===== src/rtl/quad_step_tx_if.sv =====
// quad_step_tx_if: step-command handshake between a command source and quad_step_tx
//   cmd_valid  source -> tx  command present
//   cmd_ready  tx -> source  transmitter idle and able to accept
//   cmd_dir    source -> tx  1 = forward (A leads B), 0 = reverse
//   cmd_steps  source -> tx  quadrature steps to emit, 0 allowed
interface quad_step_tx_if #(parameter int CW = 8);
  logic          cmd_valid;
  logic          cmd_ready;
  logic          cmd_dir;
  logic [CW-1:0] cmd_steps;
  modport master (output cmd_valid, cmd_dir, cmd_steps, input cmd_ready);
  modport slave  (input cmd_valid, cmd_dir, cmd_steps, output cmd_ready);
endinterface


===== src/rtl/quad_step_tx.sv =====
// quad_step_tx: turns step commands into a DWELL-spaced Gray-coded A/B quadrature waveform
//   clk   system clock
//   rst   asynchronous active-low reset
//   cmd   step-command handshake (quad_step_tx_if.slave)
//   a, b  registered quadrature phases
//   busy  command in progress
//   done  one-cycle pulse when a command completes
//   pos   16-bit wrapping count of emitted steps (+1 forward, -1 reverse)
//   z     index pulse, high while the phase counter is 0 (only with QTX_INDEX_EN)
// Optional feature macro: QTX_INDEX_EN adds the z output and a 0..4*PPR-1 phase counter.
module quad_step_tx #(
  parameter int DWELL = 100,
  parameter int CW    = 8,
  parameter int PPR   = 24
) (
  input  logic                 clk,
  input  logic                 rst,
  quad_step_tx_if.slave        cmd,
  output logic                 a,
  output logic                 b,
  output logic                 busy,
  output logic                 done,
  output logic [15:0]          pos
`ifdef QTX_INDEX_EN
  ,
  output logic                 z
`endif
);
  if (DWELL < 2 || PPR < 1) begin : g_bad_param
    $error("quad_step_tx: DWELL must be >= 2 and PPR >= 1");
  end
  localparam int TW = $clog2(DWELL);
  typedef enum logic [1:0] {IDLE, STEP, HOLD, DONE} state_t;
  state_t        state_q, state_d;
  logic [CW-1:0] rem_q, rem_d;
  logic [TW-1:0] tmr_q, tmr_d;
  logic [1:0]    ab_q, ab_d;
  logic [15:0]   pos_q, pos_d;
  logic          dir_q, dir_d;
  logic          ready_q, ready_d;
  logic          busy_q, busy_d;
  logic          done_q, done_d;
  // STEP itself is one of the DWELL cycles between edges, so HOLD lasts DWELL-1 cycles.
  always_comb begin
    state_d = state_q;
    rem_d   = rem_q;
    tmr_d   = tmr_q;
    ab_d    = ab_q;
    pos_d   = pos_q;
    dir_d   = dir_q;
    case (state_q)
      IDLE: if (cmd.cmd_valid && ready_q) begin
        dir_d   = cmd.cmd_dir;
        rem_d   = cmd.cmd_steps;
        state_d = (cmd.cmd_steps != '0) ? STEP : DONE;
      end
      STEP: begin
        ab_d    = dir_q ? {~ab_q[0], ab_q[1]} : {ab_q[0], ~ab_q[1]};
        pos_d   = dir_q ? pos_q + 16'd1 : pos_q - 16'd1;
        rem_d   = rem_q - 1'b1;
        tmr_d   = TW'(DWELL - 2);
        state_d = HOLD;
      end
      HOLD: if (tmr_q == '0) state_d = (rem_q != '0) ? STEP : DONE;
            else tmr_d = tmr_q - 1'b1;
      default: state_d = IDLE;
    endcase
    // ready is withheld for the cycle after DONE so done and ready never overlap.
    ready_d = (state_d == IDLE) && (state_q != DONE);
    busy_d  = (state_q == STEP) || (state_q == HOLD);
    done_d  = state_q == DONE;
  end
  always_ff @(posedge clk or negedge rst) begin
    if (!rst) begin
      state_q <= IDLE;
      rem_q   <= '0;
      tmr_q   <= '0;
      ab_q    <= 2'b00;
      pos_q   <= '0;
      dir_q   <= 1'b0;
      ready_q <= 1'b1;
      busy_q  <= 1'b0;
      done_q  <= 1'b0;
    end else begin
      state_q <= state_d;
      rem_q   <= rem_d;
      tmr_q   <= tmr_d;
      ab_q    <= ab_d;
      pos_q   <= pos_d;
      dir_q   <= dir_d;
      ready_q <= ready_d;
      busy_q  <= busy_d;
      done_q  <= done_d;
    end
  end
  assign cmd.cmd_ready = ready_q;
  assign a    = ab_q[1];
  assign b    = ab_q[0];
  assign busy = busy_q;
  assign done = done_q;
  assign pos  = pos_q;
`ifdef QTX_INDEX_EN
  localparam int IW = $clog2(4 * PPR);
  localparam logic [IW-1:0] IMAX = IW'(4 * PPR - 1);
  logic [IW-1:0] idx_q, idx_d;
  logic          z_q, z_d;
  always_comb begin
    idx_d = idx_q;
    if (state_q == STEP)
      idx_d = dir_q ? ((idx_q == IMAX) ? '0 : idx_q + 1'b1)
                    : ((idx_q == '0) ? IMAX : idx_q - 1'b1);
    z_d = idx_d == '0;
  end
  always_ff @(posedge clk or negedge rst) begin
    if (!rst) begin
      idx_q <= '0;
      z_q   <= 1'b1;
    end else begin
      idx_q <= idx_d;
      z_q   <= z_d;
    end
  end
  assign z = z_q;
`endif
endmodule


===== src/flat_wrapper.sv =====
// flat-port wrapper written by rule: the top's interface ports become plain ports
module quad_step_tx_flat 
#(
  parameter int DWELL = 100,
  parameter int CW    = 8,
  parameter int PPR   = 24
)
  (clk, rst, a, b, busy, done, pos, cmd_cmd_valid, cmd_cmd_dir, cmd_cmd_steps, cmd_cmd_ready);
  quad_step_tx_if #(.CW(CW)) cmd_i ();
  input  logic clk;
  input  logic rst;
  output logic a;
  output logic b;
  output logic busy;
  output logic done;
  output logic [15:0] pos;
  input wire logic [$bits(cmd_i.cmd_valid)-1:0] cmd_cmd_valid;
  input wire logic [$bits(cmd_i.cmd_dir)-1:0] cmd_cmd_dir;
  input wire logic [$bits(cmd_i.cmd_steps)-1:0] cmd_cmd_steps;
  output wire logic [$bits(cmd_i.cmd_ready)-1:0] cmd_cmd_ready;
  assign cmd_i.cmd_valid = cmd_cmd_valid;
  assign cmd_i.cmd_dir = cmd_cmd_dir;
  assign cmd_i.cmd_steps = cmd_cmd_steps;
  assign cmd_cmd_ready = cmd_i.cmd_ready;
  quad_step_tx #(.DWELL(DWELL), .CW(CW), .PPR(PPR)) u_core (.clk(clk), .rst(rst), .cmd(cmd_i), .a(a), .b(b), .busy(busy), .done(done), .pos(pos));
endmodule

===== config.mk =====
export PLATFORM = sky130hd
export DESIGN_NAME = quad_step_tx_flat
export DESIGN_NICKNAME = d
export VERILOG_FILES = /design/src/rtl/quad_step_tx_if.sv /design/src/rtl/quad_step_tx.sv /design/src/flat_wrapper.sv
export SDC_FILE = /design/constraint.sdc
export NUM_CORES = 1
export LEC_CHECK = 0
export CELL_PAD_IN_SITES_DETAIL_PLACEMENT = 0
export CELL_PAD_IN_SITES_GLOBAL_PLACEMENT = 1
export CORE_MARGIN = 3
export CORE_UTILIZATION = 40
export CTS_BUF_LIST = sky130_fd_sc_hd__clkbuf_8
export CTS_CLUSTER_SIZE = 10
export DETAILED_ROUTE_END_ITERATION = 10
export PLACE_DENSITY = 0.87
export SLEW_MARGIN = 20
export SYNTH_ARGS = -nofsm -noshare
export SYNTH_HDL_FRONTEND = slang
export SYNTH_SLANG_ARGS = --single-unit

===== constraint.sdc =====
create_clock -name clk -period 3.6 [get_ports clk]
set_clock_uncertainty 0.15 [all_clocks]
set_input_delay 0.72 -clock clk [delete_from_list [all_inputs] [get_ports clk]]
set_output_delay 0.72 -clock clk [all_outputs]
set_load 0.02 [all_outputs]

# == Word-level counts from Yosys, hierarchy flattened ==
# Cells that the tools add are included.
# totals
output_inout_bits,21
word_cells,45
reg_bits,39
# classes
bitwise,2
addsub,4
n_mux,11
n_eq_ne,6
n_reduce_logical,13
# ops
cell,count
$add 16x1->16 const B,1
$mux 16,1
$pmux 8 s2,1
$reduce_bool 8->1,2
$sub 16x1->16 const B,1
$pmux 7 s2,1
$mux 2,5
$mux 8,1
$sub 8x1->8 const B,1
$logic_not 7->1,1
$mux 7,1
$sub 7x1->7 const B,1
$pmux 2 s3,1
$reduce_and 2->1,3
$eq 2x2->1 const B,2
$logic_not 2->1,2
$ne 2x2->1 const B,2
$reduce_bool 2->1,2
$eq 2x1->1 const B,1
$logic_and 1x1->1,2
$ne 2x1->1 const B,1
$not 1->1,2
$logic_or 1x1->1,1

# == Longest topological paths before layout ==
# depth
ltp_word,6
ltp_mapped,9
depth_no_buf,8

# == Worst setup path before layout ==
# OpenSTA, ideal clock, no wires.
# synth_timing
path_kind,reg2reg
from,reg u_core.dir_q
to,"reg u_core.pos_q[15], in the netlist u_core.pos[15]"
required_time_ns,3.322
setup_slack_ns,1.159
n_path_buf,1
arrival_ns,2.163
path_stages_with_launch,10
period_less_slack_ns,2.441
setup_ns,0.128
cell_sequence,dfrtp_1 -> inv_1 -> ha_1 -> buf_6 -> a21o_1 -> a31oi_2 -> o21ba_2 -> o31ai_2 -> mux2_4 -> xnor2_1
# synth_between
elab_chain_cells,1
# synth_lines
item,line,text
start: declaration,quad_step_tx.sv:39,"logic dir_q, dir_d;"
start signal: assignment,quad_step_tx.sv:90,dir_q <= dir_d;
$mux 16,quad_step_tx.sv:59,pos_d = dir_q ? pos_q + 16'd1 : pos_q - 16'd1;
end signal: assignment,quad_step_tx.sv:89,pos_q <= pos_d;
end: declaration,quad_step_tx.sv:38,"logic [15:0] pos_q, pos_d;"
# No other way between the ends.
# A chain may end at the register's enable or synchronous reset.

# == Worst setup path after layout ==
# layout_timing
from,reg u_core.dir_q
to,"reg u_core.pos_q[8], in the netlist u_core.pos[8]"
# The elaborated chain is that of the path after synthesis.

==> summary.md <==
The leakage dissipation was 0.00117 uW. The relative slew slack was 0.420. The run gives 0.030 as the fraction of power consumed by combinational cells. The library cell used most frequently in the layout, excluding fill and tap cells, is sky130_fd_sc_hd__dfrtp_1. The flip-flop and latch area was 977 um^2. The tools report the filler-free cell count of the finished design as 377. The tools report the via count of the first global-routing pass as 2030.

The tools report the die footprint as 7300 um^2. The internal power of the cells is 587 uW, and the via density per instance is 5.38. The proportion of synthesized chip area in sequential cells was 0.387; the number of antenna-violating nets in the routed design was 0. The final number of setup-violating endpoints was 0. The worst setup path is of the reg2reg kind.

The logs give 3820 um for the post-DP HPWL and 3.64 ns for the endpoint required time on the critical path. The number of placed instances, taps included, is 369. The run gives 0 as the initial antenna violation count. The fraction of layout instances using a drive strength above 1 is 0.103, and the fmax is 0.365 GHz.

Setup repair after global routing left no endpoint under its margin. Count of flip-flops with a built-in enable after synthesis: 0. Predominant post-synthesis flop cell: sky130_fd_sc_hd__dfrtp_1.

The run finished with clean final reports. After synthesis the netlist holds a flip-flop and latch count of 39. STA puts the critical path data arrival time at 2.77 ns.

Dividing total power by cell area gives a power density of 258 nW/um^2. The antenna cell count was 0; the depth of the CTS H-tree was 2. Walking the worst path, the cells encountered are inv_1, ha_1, nor2b_1, o31a_1, o21ai_1, nand2_1, xor2_1, mux2_2. In this run the horizontal extent of the chip is 85.4 um. In this run the count of I/O pins placed on the die edge is 33.

Synthesis produced 268 cells. From synthesis to final layout, the design area changed by 18.7%. The share of total power consumed by net switching came out at 0.240.

For the sequential share of power, the log shows 0.566. The cell at the root of the clock tree is sky130_fd_sc_hd__clkbuf_8. Leaving out fill and tap cells, the most frequent cells in the layout are sky130_fd_sc_hd__dfrtp_1, sky130_fd_sc_hd__clkdlybuf4s50_1, sky130_fd_sc_hd__nand2_1, sky130_fd_sc_hd__nor2_1.

In this run, CTS created clock tree buffers numbering 5. Entering global routing, the biggest net connects 40 pins. With fillers left out, the area of the finished cells amounts to 3000 um^2.

For this run, the number of Yosys warnings is 0. Input and output buffers added on the ports amount to 32. The die boundary height works out to 85.4 um. Minimum clock period after layout: 2.74 ns. The total nets after synthesis was 301; the number of post-CTS setup repair buffers was 0. The number of gates resized after CTS was 0.

At the later pin of the worst-skew pair, clock insertion delay measures 0.30 ns. In this run the worst hold path is classified as reg2reg. For the number of hold-slack violations in the final timing report, the log shows 0. Once routing completed, OpenROAD measured the worst setup slack at 0.863 ns. In the final layout, the multi-input gates occupy 1450 um^2. In this run, the number of DRC markers left after iteration 0 of detailed routing was 95. The run gives 334 as the number of nets in the finished design.

In the routed design, unresolved DRC markers number 0. The first TritonRoute pass finished after 4 iterations. The tools report the count of unique library cells instantiated by Yosys as 52. Hold repair after CTS inserted 0 buffers.

The wire length reported by the detailed router came out at 5340 um. Category of the worst setup path launch point: a flip-flop. Placer congestion estimate: 0.813.

The final route contains 2028 vias. The logs give 0 for the final max-slew violation count and 563 for the number of fill cells in the layout. Across the VDD grid, the largest voltage drop is 0.000177 V. The run gives 2520 um^2 as the summed instance area of the synthesized netlist. Clock tree synthesis found a total of 39 sinks. The run gives 6030 um^2 as the core region area.

The routed length per instance is 14.2 um, and the wire length of the first global-routing pass is 9340 um. Clock-pin slew was measured on the worst setup and hold paths at 0.09 ns. The tools report the net switching power figure as 186 uW. For this run, the slowest stage of the critical path takes 0.47 ns. Row generation in the floorplan step produced 28 rows. For the final routed database, the setup TNS stands at 0 ns. The effective utilization at floorplan was 0.419.

The average size of a mapped cell was 9.42 um^2. The fraction of registers with async set/reset works out to 1.00. The measured slew at the worst slew-check pin is 0.870 ns.

The share of the cycle needed by the critical path after routing was 0.760; the clock share of power was 0.404. The area of placed instances is 2900 um^2. The kind of capture point of the worst setup path was a flip-flop. The longest clock path from root to sink contains 2 buffers.

The logs give 0.155 for the aggregate global-route resource usage and 0.899 ns for the worst slack at placement. For this run the aggregate overflow at the end of global routing stands at 0. The cell with the biggest individual delay on the critical path is sky130_fd_sc_hd__dfrtp_1. Across the run, the number of max-cap violations was 0. TritonCTS built the clock tree.

In this run the worst path has a maximum fanout of 15.
-- state kept, by name, summed over array words and instances, names as in the netlist --
register and flops:
u_core.pos 16, u_core.rem_q 8, u_core.tmr_q 7, u_core.ab_q 2, u_core.state_q 2, u_core.busy 1, u_core.cmd.cmd_ready 1, u_core.dir_q 1
u_core.done 1
-- per-stage QoR --
| stage | total power [uW] | hold WS [ns] | util |
|---|---|---|---|
| 2_1_floorplan | 448 | 0.274 | - |
| 3_3_place_gp | 470 | 0.351 | 0.482 |
| 3_5_place_dp | 471 | 0.345 | 0.482 |
| 4_1_cts | 790 | 0.359 | 0.497 |
| 5_1_grt | 806 | 0.360 | 0.497 |
| 6_report | 773 | 0.348 | 0.497 |
-- metal layers --
| metal | up-vias | global-route usage | routed length, um |
|---|---|---|---|
| met3 | 4 | 0.0252 | 147 |
| li1 | 1039 | - | - |
| met1 | 955 | 0.211 | 2660 |
| met5 | - | 0 | 0 |
| met4 | 0 | 0.0532 | 45 |
| met2 | 30 | 0.251 | 2490 |
-- cells by family (layout without fill, tap and decap cells) --
kind of cell	after synthesis	after routing	share of synthesized area
XOR/XNOR	14	14	0.0486
multiplexers	13	13	0.0575
AO/OA/AOI/OAI	78	78	0.204
flip-flops	39	39	0.387
adder cells (fa/ha/maj)	21	21	0.107
AND/OR/NAND/NOR	82	82	0.159
buffers and inverters	21	55	0.0367
-- power groups by stage --
stage	Combinational [uW]	Clock (uW)	Sequential, uW
2_1_floorplan	1.36	0	447
3_3_place_gp	23.9	0	446
3_5_place_dp	24.4	0	446
4_1_cts	24.3	328	438
5_1_grt	26.1	342	438
6_report	23.0	313	438
-- worst paths after layout --
| kind | depth (start not counted) | startpoint | slack [ns] | to |
|---|---|---|---|---|
| min in group asynchronous | 1 | rst | 0.39 | u_core.rem_q[0]$_DFFE_PN0P_ |
| worst min-delay path | 1 | u_core.pos[15]$_DFFE_PN0N_ | 0.35 | u_core.pos[15]$_DFFE_PN0N_ |
| worst max register to register | 8 | u_core.dir_q$_DFFE_PN0P_ | 0.86 | u_core.pos[8]$_DFFE_PN0N_ |
| worst max-delay path | 8 | u_core.dir_q$_DFFE_PN0P_ | 0.86 | u_core.pos[8]$_DFFE_PN0N_ |
| max in group asynchronous | 1 | rst | 2.37 | u_core.pos[15]$_DFFE_PN0N_ |
| worst min register to register | 1 | u_core.pos[15]$_DFFE_PN0N_ | 0.35 | u_core.pos[15]$_DFFE_PN0N_ |
-- cells in the mapped netlist, types with 2 or more instances --
cell type	instances	area share
sky130_fd_sc_hd__nor2_1	25	0.037
sky130_fd_sc_hd__nor2b_1	2	0.0050
sky130_fd_sc_hd__nand3_1	8	0.016
sky130_fd_sc_hd__ha_1	20	0.099
sky130_fd_sc_hd__o21a_1	5	0.015
sky130_fd_sc_hd__nor3_1	3	0.0059
sky130_fd_sc_hd__nand2b_1	2	0.0050
sky130_fd_sc_hd__inv_1	12	0.018
sky130_fd_sc_hd__mux2i_1	4	0.016
sky130_fd_sc_hd__buf_2	2	0.0040
sky130_fd_sc_hd__xnor2_1	12	0.042
sky130_fd_sc_hd__buf_1	3	0.0045
sky130_fd_sc_hd__o21ai_0	16	0.032
sky130_fd_sc_hd__a211oi_1	3	0.0089
sky130_fd_sc_hd__o211ai_1	2	0.0059
sky130_fd_sc_hd__mux2_2	8	0.036
sky130_fd_sc_hd__nand2_1	26	0.039
sky130_fd_sc_hd__nor3b_1	3	0.0089
sky130_fd_sc_hd__o22ai_1	6	0.015
sky130_fd_sc_hd__a21oi_1	20	0.040
sky130_fd_sc_hd__o21ai_1	4	0.0079
sky130_fd_sc_hd__a21o_1	9	0.027
sky130_fd_sc_hd__xor2_1	2	0.0069
sky130_fd_sc_hd__nand4_1	4	0.0099
sky130_fd_sc_hd__nor4_1	3	0.0074
sky130_fd_sc_hd__dfrtp_1	38	0.38
-- final cells by class --
type | count | area share
sequential | 39 | 0.326
timing repair buffer | 34 | 0.110
multi-input combinational | 208 | 0.485
tap | 75 | 0.0313
clock buffer | 5 | 0.0230
clock inverter | 3 | 0.00793
inverter | 13 | 0.0163
-- worst max-delay path, delay by kind of cell (launching register included) --
kind                     cells  cell delay, ns
adder cells (fa/ha/maj)      1            0.37
buffers and inverters        1            0.43
AO/OA/AOI/OAI                2            0.52
multiplexers                 1            0.26
XOR/XNOR                     1            0.15
AND/OR/NAND/NOR              2            0.27
flip-flops                   1            0.47
No activity file was read; power rests on OpenSTA's default activity.
